===== src/rtl/inst_queue.sv =====
// Instruction queue between fetch and decode: circular FIFO of {pc, inst}
// with early stall back-pressure, flush on control-flow change, and a sticky drop flag.
module inst_queue #(
  parameter int DEPTH = 8,
  parameter int PTR_W = 3,
  parameter int SLACK = 2
) (
  input  logic             clk_in,
  input  logic             rst_in,
  input  logic             rdy_in,
  input  logic             flush_in,
  input  logic             in_valid,
  input  logic [31:0]      in_inst,
  input  logic [31:0]      in_pc,
  output logic             stall_out,
  output logic             out_valid,
  output logic [31:0]      out_inst,
  output logic [31:0]      out_pc,
  input  logic             out_ready,
  output logic [PTR_W:0]   count_out,
  output logic             overflow_out
);

  localparam logic [PTR_W:0] FULL_CNT  = (PTR_W+1)'(DEPTH);
  localparam logic [PTR_W:0] STALL_CNT = (PTR_W+1)'(DEPTH - SLACK);

  logic [63:0]      r_mem [DEPTH];
  logic [PTR_W-1:0] r_head;
  logic [PTR_W-1:0] r_tail;
  logic [PTR_W:0]   r_count;
  logic             r_overflow;

  logic             w_active;
  logic             w_full;
  logic             w_empty;
  logic             w_pop;
  logic             w_push;
  logic             w_drop;
  logic [63:0]      w_head_entry;

  // A flush or a stalled pipeline (rdy_in low) blocks every transfer.
  assign w_active = rdy_in && !flush_in;
  assign w_full   = (r_count == FULL_CNT);
  assign w_empty  = (r_count == '0);
  assign w_pop    = w_active && !w_empty && out_ready;
  // Pushing into a full queue is legal only when the head leaves in the same cycle.
  assign w_push   = w_active && in_valid && (!w_full || w_pop);
  assign w_drop   = w_active && in_valid && w_full && !w_pop;

  // NOTE: the storage array has no reset; its contents are only observed behind
  // out_valid, so clearing it would add a reset net to every bit for nothing.
  always_ff @(posedge clk_in) begin
    if (w_push) begin
      r_mem[r_tail] <= {in_pc, in_inst};
    end
  end

  // NOTE: all state uses non-blocking assignments so each register sees the
  // values from before the edge, independent of statement order.
  always_ff @(posedge clk_in or negedge rst_in) begin
    if (!rst_in) begin
      r_head     <= '0;
      r_tail     <= '0;
      r_count    <= '0;
      r_overflow <= 1'b0;
    end else if (rdy_in) begin
      if (flush_in) begin
        r_head  <= '0;
        r_tail  <= '0;
        r_count <= '0;
      end else begin
        if (w_push) begin
          r_tail <= r_tail + 1'b1;
        end
        if (w_pop) begin
          r_head <= r_head + 1'b1;
        end
        unique case ({w_push, w_pop})
          2'b10:   r_count <= r_count + 1'b1;
          2'b01:   r_count <= r_count - 1'b1;
          default: r_count <= r_count;
        endcase
        if (w_drop) begin
          r_overflow <= 1'b1;
        end
      end
    end
  end

  assign w_head_entry = r_mem[r_head];

  assign out_valid    = !w_empty;
  assign out_pc       = out_valid ? w_head_entry[63:32] : '0;
  assign out_inst     = out_valid ? w_head_entry[31:0]  : '0;
  assign stall_out    = (r_count >= STALL_CNT);
  assign count_out    = r_count;
  assign overflow_out = r_overflow;

endmodule


===== config.mk =====
export PLATFORM = sky130hd
export DESIGN_NAME = inst_queue
export DESIGN_NICKNAME = d
export VERILOG_FILES = /design/src/rtl/inst_queue.sv
export SDC_FILE = /design/constraint.sdc
export NUM_CORES = 1
export LEC_CHECK = 0
export ABC_CLOCK_PERIOD_IN_PS = 5400
export BUFFER_PORTS_ARGS = -buffer_cell sky130_fd_sc_hd__clkbuf_2
export CORE_ASPECT_RATIO = 0.75
export CORE_MARGIN = 3
export CORE_UTILIZATION = 54
export DETAILED_ROUTE_END_ITERATION = 7
export HOLD_SLACK_MARGIN = 0.08
export PLACE_DENSITY = 0.82
export SETUP_SLACK_MARGIN = 0.1
export SLEW_MARGIN = 40
export SYNTH_ARGS = -nofsm -noshare
export SYNTH_HDL_FRONTEND = slang
export SYNTH_SLANG_ARGS = --single-unit

===== constraint.sdc =====
create_clock -name clk_in -period 5.4 [get_ports clk_in]
set_input_delay 0 -clock clk_in [delete_from_list [all_inputs] [get_ports clk_in]]
set_output_delay 0 -clock clk_in [all_outputs]
set_load 0.01 [all_outputs]

==> flow_summary.json, run 1 <==
{
  "post_cts_buffers": 0,
  "cp_max_fo": 38,
  "status": "finished clean",
  "grtUsageTotal": 0.206,
  "first_pass_iters": 5,
  "finalHoldViolations": 0,
  "max_freq_mhz": 323,
  "synth_cells": 895,
  "hold_path_class": "input pin to register",
  "ir_worst_vdd_uv": 469,
  "cp_slowest_cell": "dfrtp_4",
  "post_cts_resized": 0,
  "rsz0062_at_grt": "no",
  "ctsHtreeMaxLevel": 2,
  "cts_hold_buffers": 72,
  "finalMaxSlewViolations": 0,
  "synth.most_common_cell": "edfxtp_1",
  "grt_start_max_net_pins": 72,
  "clock_sink_count": 523,
  "numPortBuffers": 140,
  "cts_buffers": 48,
  "maxCapViolCount": 0,
  "nFillCells": 2391,
  "ys_types": 39,
  "setup_viol": 0,
  "ys_warn_count": 0,
  "dp_hpwl_mm": 21.8,
  "die_area_um2": 39700,
  "synthFlopType": "edfxtp_1",
  "yosys-top-cells-count": "edfxtp_1 (512), mux4_2 (128), nor2_1 (73), mux2i_1 (66), clkbuf_1 (19)",
  "gp_congestion": 0.745,
  "multi_input_area_um2": 4340,
  "cp.arrival_ns": 3.10,
  "finalWorstSetupSlack_ns": 2.30,
  "synth_seq_cells": 523,
  "antenna_left": 0,
  "dpl.cell_count": 1508,
  "holdWs_ns": 0.249,
  "relSlewSlack": 0.460,
  "drc_errors": 0,
  "synthArstFlopShare": 0.0210,
  "yosysTopAreaCellShare": 0.764,
  "cp_top_family": "multiplexers",
  "design_power_total_mw": 10.8,
  "critPathKind": "register to output port",
  "placed_cell_area_um2": 21600,
  "critPathLaunchType": "register",
  "post-place-ws_ns": 2.45,
  "cp.required_ns": 5.40,
  "vias_per_cell": 5.81,
  "cts_tree": "built",
  "clockRootBuffer": "clkbuf_16",
  "grt_pass1_vias": 10200,
  "end_kind": "output port",
  "die_w_um": 229,
  "vias": 9717,
  "regArea_um2": 15700,
  "p_per_area_nw_per_um2": 451,
  "initial_core_util": 0.554,
  "grt_overflow_total": 0,
  "synth_area_um2": 20100,
  "crit_chain": "buf_12, buf_12, mux4_2, mux2i_1, nor2_1, clkbuf_2",
  "synth.largest_area_cell": "edfxtp_1",
  "leakage_nw": 7.73,
  "totalWireLength_mm": 40.2,
  "die_h_um": 173,
  "instances_no_fill": 1672,
  "ys_top_cells_by_area": "edfxtp_1 (76%), mux4_2 (14%), mux2i_1 (3.3%)",
  "post-route-min-period_ns": 3.10,
  "num-nets-final": 1210,
  "avgSynthCellArea_um2": 22.5,
  "antenna_found_initial": 3,
  "synth_edf_count": 512,
  "clk_pin_slew_ns": 0.06,
  "clk_path_buf_depth": 3,
  "worstMarginPinSlew_ns": 0.810,
  "fin_crit_sh": 0.573,
  "final_layout_size_suffix_gt1_frac": 0.321,
  "clock_latency_ns": 0.57,
  "pin_count": 141,
  "crit_top_cell": "buf_12",
  "skew_ns": 0.0175,
  "row_count": 60,
  "totalNegativeSetupSlack_ns": 0,
  "critPathBufInv": 3,
  "drtIter0Drc": 914,
  "core-area_um2": 36300,
  "grt_pass1_wl_mm": 62.3,
  "syn_to_final_growth_pct": 18.7,
  "synth_nets": 969,
  "routedWlPerCell_um": 24.1,
  "ys_seq_area_frac": 0.777,
  "fin_area_um2": 23900,
  "critical_path.max_stage_delay_ns": 0.79,
  "postLayoutCoreUtil": 0.658
}
per-layer routing:
metal / GRT usage / share of wire / routed length, um / vias to the layer above
met5: 0 / 0.00032 / 13 / -
met4: 0.0468 / 0.017 / 690 / 2
met3: 0.0370 / 0.076 / 3070 / 59
met2: 0.330 / 0.49 / 19700 / 401
met1: 0.304 / 0.42 / 16700 / 5034
li1: - / - / - / 4221
path summary, 6_finish.rpt:
| kind | from | to | slack (ns) | depth (start not counted) |
|---|---|---|---|---|
| setup / recovery | r_head[0] | out_pc[5] | 2.30 | 6 |
| hold / removal | in_pc[23] | r_mem[5][55] | 0.25 | 2 |
| setup reg to reg | count_out[1] | r_mem[1][5] | 2.56 | 6 |
| hold reg to reg | overflow_out | overflow_out | 0.48 | 1 |
| max in group asynchronous | rst_in | r_head[1] | 4.52 | 3 |
| min in group asynchronous | rst_in | count_out[1] | 0.48 | 3 |
report_power, final:
part	internal, mW	switching [mW]	leakage, nW
combinational	1.32	1.56	2.25
clock	1.78	1.41	0.725
sequential	4.54	0.150	4.76
total	7.65	3.12	7.73
state kept, by name, indices dropped and copies added (netlist names):
| name | count |
|---|---|
| r_head | 3 |
| r_tail | 3 |
| count_out | 4 |
| r_mem | 512 |
| overflow_out | 1 |
cell type report:
cell class              instances  area share
diodes                          2    0.000209
clock buffers                  58      0.0536
clock inverters                30     0.00833
inverters                       2    0.000314
multi-input cells             324       0.182
flip-flops and latches        523       0.655
well taps                     496      0.0260
repair buffers                237      0.0746
worst register-to-register path, cell delays in order (launching register included):
cell	delay (ns)
dfrtp_1	0.52
or3_4	0.23
o21a_1	0.20
nand2_1	0.25
nor3_4	0.18
buf_4	0.39
buf_4	0.64
kinds of logic (layout without fill, tap and decap cells):
family	count (synthesis)	count (layout)	share of synthesized area
flops	523	523	0.777
mux	195	195	0.177
simple gates	96	96	0.0208
buf+inv	48	327	0.0108
compound gates	24	24	0.00982
xor+xnor	5	5	0.00218
fa+ha+maj	4	4	0.00249
other cells	0	2	0
cell usage in the layout (no fill, tap or decap), drive strengths merged, types with 4 or more instances in the layout:
master / netlist / final
clkinv: 0 / 26
mux2i: 66 / 66
nor2: 73 / 73
clkbuf: 19 / 198
nand2b: 4 / 4
dfrtp: 11 / 11
edfxtp: 512 / 512
buf: 27 / 25
nand2: 7 / 7
dlygate4sd3: 0 / 72
ha: 4 / 4
mux4: 128 / 128
No activity file was read; power rests on OpenSTA's default activity.
==> inputs of run 2 (changes only) <==
ABC_AREA = 1   (was unset)
ABC_CLOCK_PERIOD_IN_PS = 2900   (was 5400)
CORE_UTILIZATION = 60   (was 54)
PLACE_DENSITY = 0.86   (was 0.82)
clock period = 2.9 ns   (was 5.4 ns; I/O delays follow)
==> flow_summary.json, run 2 <==
{
  "leakage_nw": 8.31,
  "ir_worst_vdd_uv": 509,
  "core-area_um2": 33700,
  "antenna_left": 0,
  "clockRootBuffer": "clkbuf_16",
  "routedWlPerCell_um": 21.4,
  "yosys-top-cells-count": "nor2_1 (526), edfxtp_1 (512), o21ai_0 (130), o32ai_1 (128), o21ai_1 (70)",
  "critPathKind": "register to output port",
  "maxCapViolCount": 0,
  "cp_max_fo": 86,
  "synth_area_um2": 20600,
  "cts_tree": "built",
  "largest_register_ffs": 512,
  "finalMaxSlewViolations": 0,
  "synthFlopType": "edfxtp_1",
  "initial_core_util": 0.612,
  "layout_common_cells": "nor2_1 (518), edfxtp_1 (512), clkbuf_2 (140)",
  "clk_path_buf_depth": 3,
  "synth_fa_ha_area_frac": 0.00242,
  "final_common_cell": "nor2_1",
  "die_w_um": 220,
  "nFillCells": 2126,
  "final_layout_size_suffix_gt1_frac": 0.148,
  "gp_congestion": 0.808,
  "post-route-min-period_ns": 2.62,
  "drc_errors": 0,
  "totalWireLength_mm": 47.8,
  "grt_pass1_wl_mm": 73.7,
  "clock_latency_ns": 0.57,
  "ys_top_cells_by_area": "edfxtp_1 (74%), nor2_1 (9.6%), o32ai_1 (5.4%)",
  "finalHoldViolations": 0,
  "grt_pass1_vias": 13500,
  "avgSynthCellArea_um2": 13.3,
  "cp.required_ns": 2.90,
  "instances_no_fill": 2235,
  "grt_overflow_total": 0,
  "synthSimpleGateAreaFrac": 0.105,
  "ctsHtreeMaxLevel": 2,
  "grt_start_max_net_pins": 95,
  "rsz0062_at_grt": "no",
  "ys_types": 24,
  "relSlewSlack": 0.526,
  "dp_hpwl_mm": 24.3,
  "synth_top_family_by_area": "simple AND/OR/NAND/NOR gates",
  "pin_count": 141,
  "end_kind": "output port",
  "synthArstFlopShare": 0.0210,
  "skew_ns": 0.0154,
  "row_count": 58,
  "yosysTopAreaCellShare": 0.745,
  "clk_pin_slew_ns": 0.07,
  "numPortBuffers": 140,
  "regMostFlops": "r_mem",
  "clock_sink_count": 523,
  "synth_mux_area_frac": 0,
  "synth_xor_area_frac": 0.000424,
  "synth_edf_count": 512,
  "grtUsageTotal": 0.257,
  "synth_nets": 1629,
  "worstMarginPinSlew_ns": 0.711,
  "synth.largest_area_cell": "edfxtp_1",
  "dpl.cell_count": 2071,
  "regArea_um2": 15700,
  "synth.most_common_cell": "nor2_1",
  "first_pass_iters": 7,
  "syn_to_final_growth_pct": 17.1,
  "multi_input_area_um2": 4440,
  "synth_cells": 1555,
  "ys_warn_count": 0,
  "p_per_area_nw_per_um2": 733,
  "max_freq_mhz": 381,
  "antenna_found_initial": 3,
  "vias_per_cell": 6.14,
  "synth_seq_cells": 523,
  "cp.arrival_ns": 2.62,
  "status": "finished clean",
  "hold_path_class": "input pin to register",
  "fin_crit_sh": 0.905,
  "design_power_total_mw": 17.7,
  "cts_buffers": 48,
  "critPathLaunchType": "register",
  "setup_viol": 0,
  "synth_compound_area_frac": 0.104,
  "num-nets-final": 1820,
  "die_area_um2": 36700,
  "die_h_um": 167,
  "drtIter0Drc": 1716,
  "vias": 13700,
  "ys_seq_area_frac": 0.758
}
[run 2: cell families after synthesis]
| group | after synthesis |
|---|---|
| AOI/OAI and AO/OA | 332 |
| xor gates and xnor gates | 1 |
| adders and majority gates | 4 |
| buffers and inverters | 124 |
| DFF | 523 |
| and+or+nand+nor | 571 |
[run 2: path summary, 6_finish.rpt]
check                               end    startpoint  slack [ns]  cells after the start
max in group asynchronous     r_head[1]        rst_in        2.00                      3
hold / removal             r_mem[6][43]     in_pc[11]        0.26                      2
setup reg to reg           r_mem[5][56]  count_out[0]        0.71                      7
setup / recovery           out_inst[18]     r_head[1]        0.28                      6
min in group asynchronous     r_head[0]        rst_in        0.50                      3
hold reg to reg            overflow_out  overflow_out        0.49                      1
[run 2: timing repair]
action	4_1_cts	5_1_grt
hold buffers	73	0
endpoints found under the setup margin	4	3
hold endpoints to repair	534	0
gates resized for setup	2	4
setup buffers	1	1
[run 2: area by class of cell]
| class | instances | share of cell area |
|---|---|---|
| Sequential cell | 523 | 0.648 |
| Multi-Input combinational cell | 908 | 0.184 |
| Timing Repair Buffer | 246 | 0.0790 |
| Clock buffer | 53 | 0.0505 |
| Tap cell | 450 | 0.0233 |
| Clock inverter | 34 | 0.0119 |
| Inverter | 19 | 0.00404 |
| Antenna cell | 2 | 0.000207 |
[run 2: worst max-delay path, cell delays in order (launching register included)]
cell and delay [ns]:
dfrtp_4 0.75, buf_12 0.35, o21ai_0 0.19, o32ai_1 0.20
nor2_1 0.11, nor2_1 0.21, clkbuf_2 0.17
[run 2: per-stage QoR]
step	hold slack [ns]	worst slack [ns]	util	setup TNS (ns)	cell area (um2)
4_1_cts	0.239	0.155	0.715	0	24100
5_1_grt	0.265	0.182	0.717	0	24200
3_5_place_dp	-0.105	0.628	0.648	0	21900
3_3_place_gp	-0.111	0.767	0.648	0	21900
6_report	0.258	0.275	0.717	0	24200
2_1_floorplan	-0.296	-0.139	-	-67.62	20700
[run 2: power breakdown]
part           total (mW)  switching [mW]  internal (mW)  leakage [nW]
logic                3.16            2.06           1.10          2.82
clock network        6.09            2.69           3.40         0.740
registers            8.48          0.0839           8.39          4.76
total                17.7            4.83           12.9          8.31
[run 2: per-layer routing]
metal | part of all wire | track usage | vias up | wire (um)
li1 | - | - | 6112 | -
met1 | 0.40 | 0.358 | 6767 | 19100
met2 | 0.50 | 0.427 | 762 | 23900
met3 | 0.082 | 0.0416 | 90 | 3930
met4 | 0.019 | 0.0713 | 2 | 932
met5 | 0.00027 | 0 | - | 13
==> inputs of run 3 (changes only) <==
CORE_UTILIZATION = 30   (was 60)
PLACE_DENSITY = 0.52   (was 0.86)
==> flow_summary.json, run 3 (synthesis gave the netlist of run 2 again) <==
{
  "clock_latency_ns": 0.59,
  "syn_to_final_growth_pct": 21.3,
  "die_w_um": 309,
  "setup_viol": 0,
  "regToRegSetupSlack_ns": 0.29,
  "layout_common_cells": "nor2_1 (517), edfxtp_1 (512), clkbuf_2 (140)",
  "status": "finished clean",
  "post-place-ws_ns": 0.668,
  "instances_no_fill": 2683,
  "crit_path_end": "out_pc[31]",
  "clockRootBuffer": "clkbuf_16",
  "die_area_um2": 72000,
  "fin_area_um2": 25000,
  "fin_crit_sh": 0.914,
  "grt_start_max_net_pins": 140,
  "initial_core_util": 0.306,
  "placed_cell_area_um2": 22500,
  "clk_path_buf_depth": 3,
  "pwr-share-seq": 0.461,
  "row_count": 82,
  "crit_cells": 6,
  "leakage_nw": 8.44,
  "vias_per_cell": 4.83,
  "pin_count": 141,
  "critPathBufInv": 2,
  "ir_worst_vdd_uv": 473,
  "final_common_cell": "nor2_1",
  "antenna_left": 0,
  "totalNegativeSetupSlack_ns": 0,
  "cp.required_ns": 2.90,
  "hold_path_class": "input pin to register",
  "skew_ns": 0.0148,
  "dp_hpwl_mm": 27.5,
  "core-area_um2": 67500,
  "clock_sink_count": 523,
  "max_freq_mhz": 377,
  "relSlewSlack": 0.600,
  "dpl.cell_count": 2508,
  "cts_buffers": 53,
  "routedWlPerCell_um": 19.2,
  "regMostFlops": "r_mem",
  "ctsHtreeMaxLevel": 2,
  "p_per_area_nw_per_um2": 733,
  "num-nets-final": 1831,
  "finalWorstSetupSlack_ns": 0.250,
  "numPortBuffers": 140,
  "grt_pass1_vias": 12700,
  "largest_register_ffs": 512,
  "end_kind": "output port",
  "holdWs_ns": 0.231,
  "die_h_um": 233,
  "rsz0062_at_grt": "yes",
  "power_frac_comb": 0.175,
  "switching_share": 0.266,
  "cts_tree": "built",
  "first_pass_iters": 5,
  "p_sw_mw": 4.88,
  "crit_top_cell": "nor2_1",
  "reg2reg_to": "count_out[1]",
  "grt_overflow_total": 0,
  "finalHoldViolations": 0,
  "cp_slowest_cell": "dfrtp_4",
  "antenna_found_initial": 3,
  "drc_errors": 0,
  "cp_top_family": "buffers and inverters",
  "finalMaxSlewViolations": 0,
  "final_layout_size_suffix_gt1_frac": 0.148,
  "maxCapViolCount": 0,
  "cp.arrival_ns": 2.65,
  "totalWireLength_mm": 51.6,
  "rr_worst_depth": 10,
  "grtUsageTotal": 0.141,
  "grt_pass1_wl_mm": 77.8,
  "worstMarginPinSlew_ns": 0.600,
  "vias": 13000,
  "post-route-min-period_ns": 2.65,
  "drtIter0Drc": 929,
  "critPathLaunchType": "register",
  "cp_max_fo": 120,
  "reg2reg_from": "count_out[0]",
  "crit_chain": "buf_12, nor2_1, o32ai_1, nor2_1, nor2_1, clkbuf_2",
  "clk_pin_slew_ns": 0.06,
  "startpoint": "r_head[0]",
  "power.internal_mw": 13.5,
  "critical_path.max_stage_delay_ns": 0.49,
  "critPathKind": "register to output port",
  "pwr-share-clk": 0.364,
  "gp_congestion": 0.737
}
-- run 3: how the worst min path moves through the flow --
stage / startpoint / to / slack [ns] / cells past startpoint
after global routing: in_inst[28] / r_mem[7][28] / 0.24 / 2
after CTS: in_inst[26] / r_mem[6][26] / 0.19 / 2
after floorplan: rst_in / count_out[0] / -0.30 / 0
final: in_inst[19] / r_mem[5][19] / 0.23 / 2
after detailed placement: rst_in / count_out[2] / -0.09 / 1
after global placement: rst_in / count_out[0] / -0.09 / 1
-- run 3: repair_timing --
item                                    CTS  global route
endpoints found under the setup margin    0             4
setup buffers                             0             1
hold buffers                             75             0
endpoints found under the hold margin   534             0
resized for setup                         0             2
-- run 3: power groups by stage --
stage	logic [mW]	clock network (mW)	registers (mW)
finish	3.21	6.68	8.46
global route	3.59	7.20	8.46
CTS	3.25	6.88	8.46
detailed placement	3.15	0	8.62
global placement	3.11	0	8.62
floorplan	2.02	0	8.60
-- run 3: final cells by class --
class / instances / area [um2]
Fill cell: 6434 / 42500
Sequential cell: 523 / 15700
Multi-Input combinational cell: 908 / 4440
Timing Repair Buffer: 252 / 2060
Clock buffer: 81 / 1520
Tap cell: 882 / 1100
Clock inverter: 16 / 176
Inverter: 19 / 78.8
Antenna cell: 2 / 5.00
-- run 3: stage by stage --
stage | total power, mW | utilization
detailed placement | 11.8 | 0.334
global route | 19.2 | 0.371
floorplan | 10.6 | -
CTS | 18.6 | 0.370
finish | 18.3 | 0.371
global placement | 11.7 | 0.334
-- run 3: per-layer routing --
layer | wire length, um | global-route usage | vias up | part of all wire
li1 | - | - | 6150 | -
met1 | 24300 | 0.195 | 6418 | 0.47
met2 | 23900 | 0.229 | 315 | 0.46
met3 | 2560 | 0.0282 | 67 | 0.050
met4 | 811 | 0.0300 | 2 | 0.016
met5 | 13 | 0 | - | 0.00025
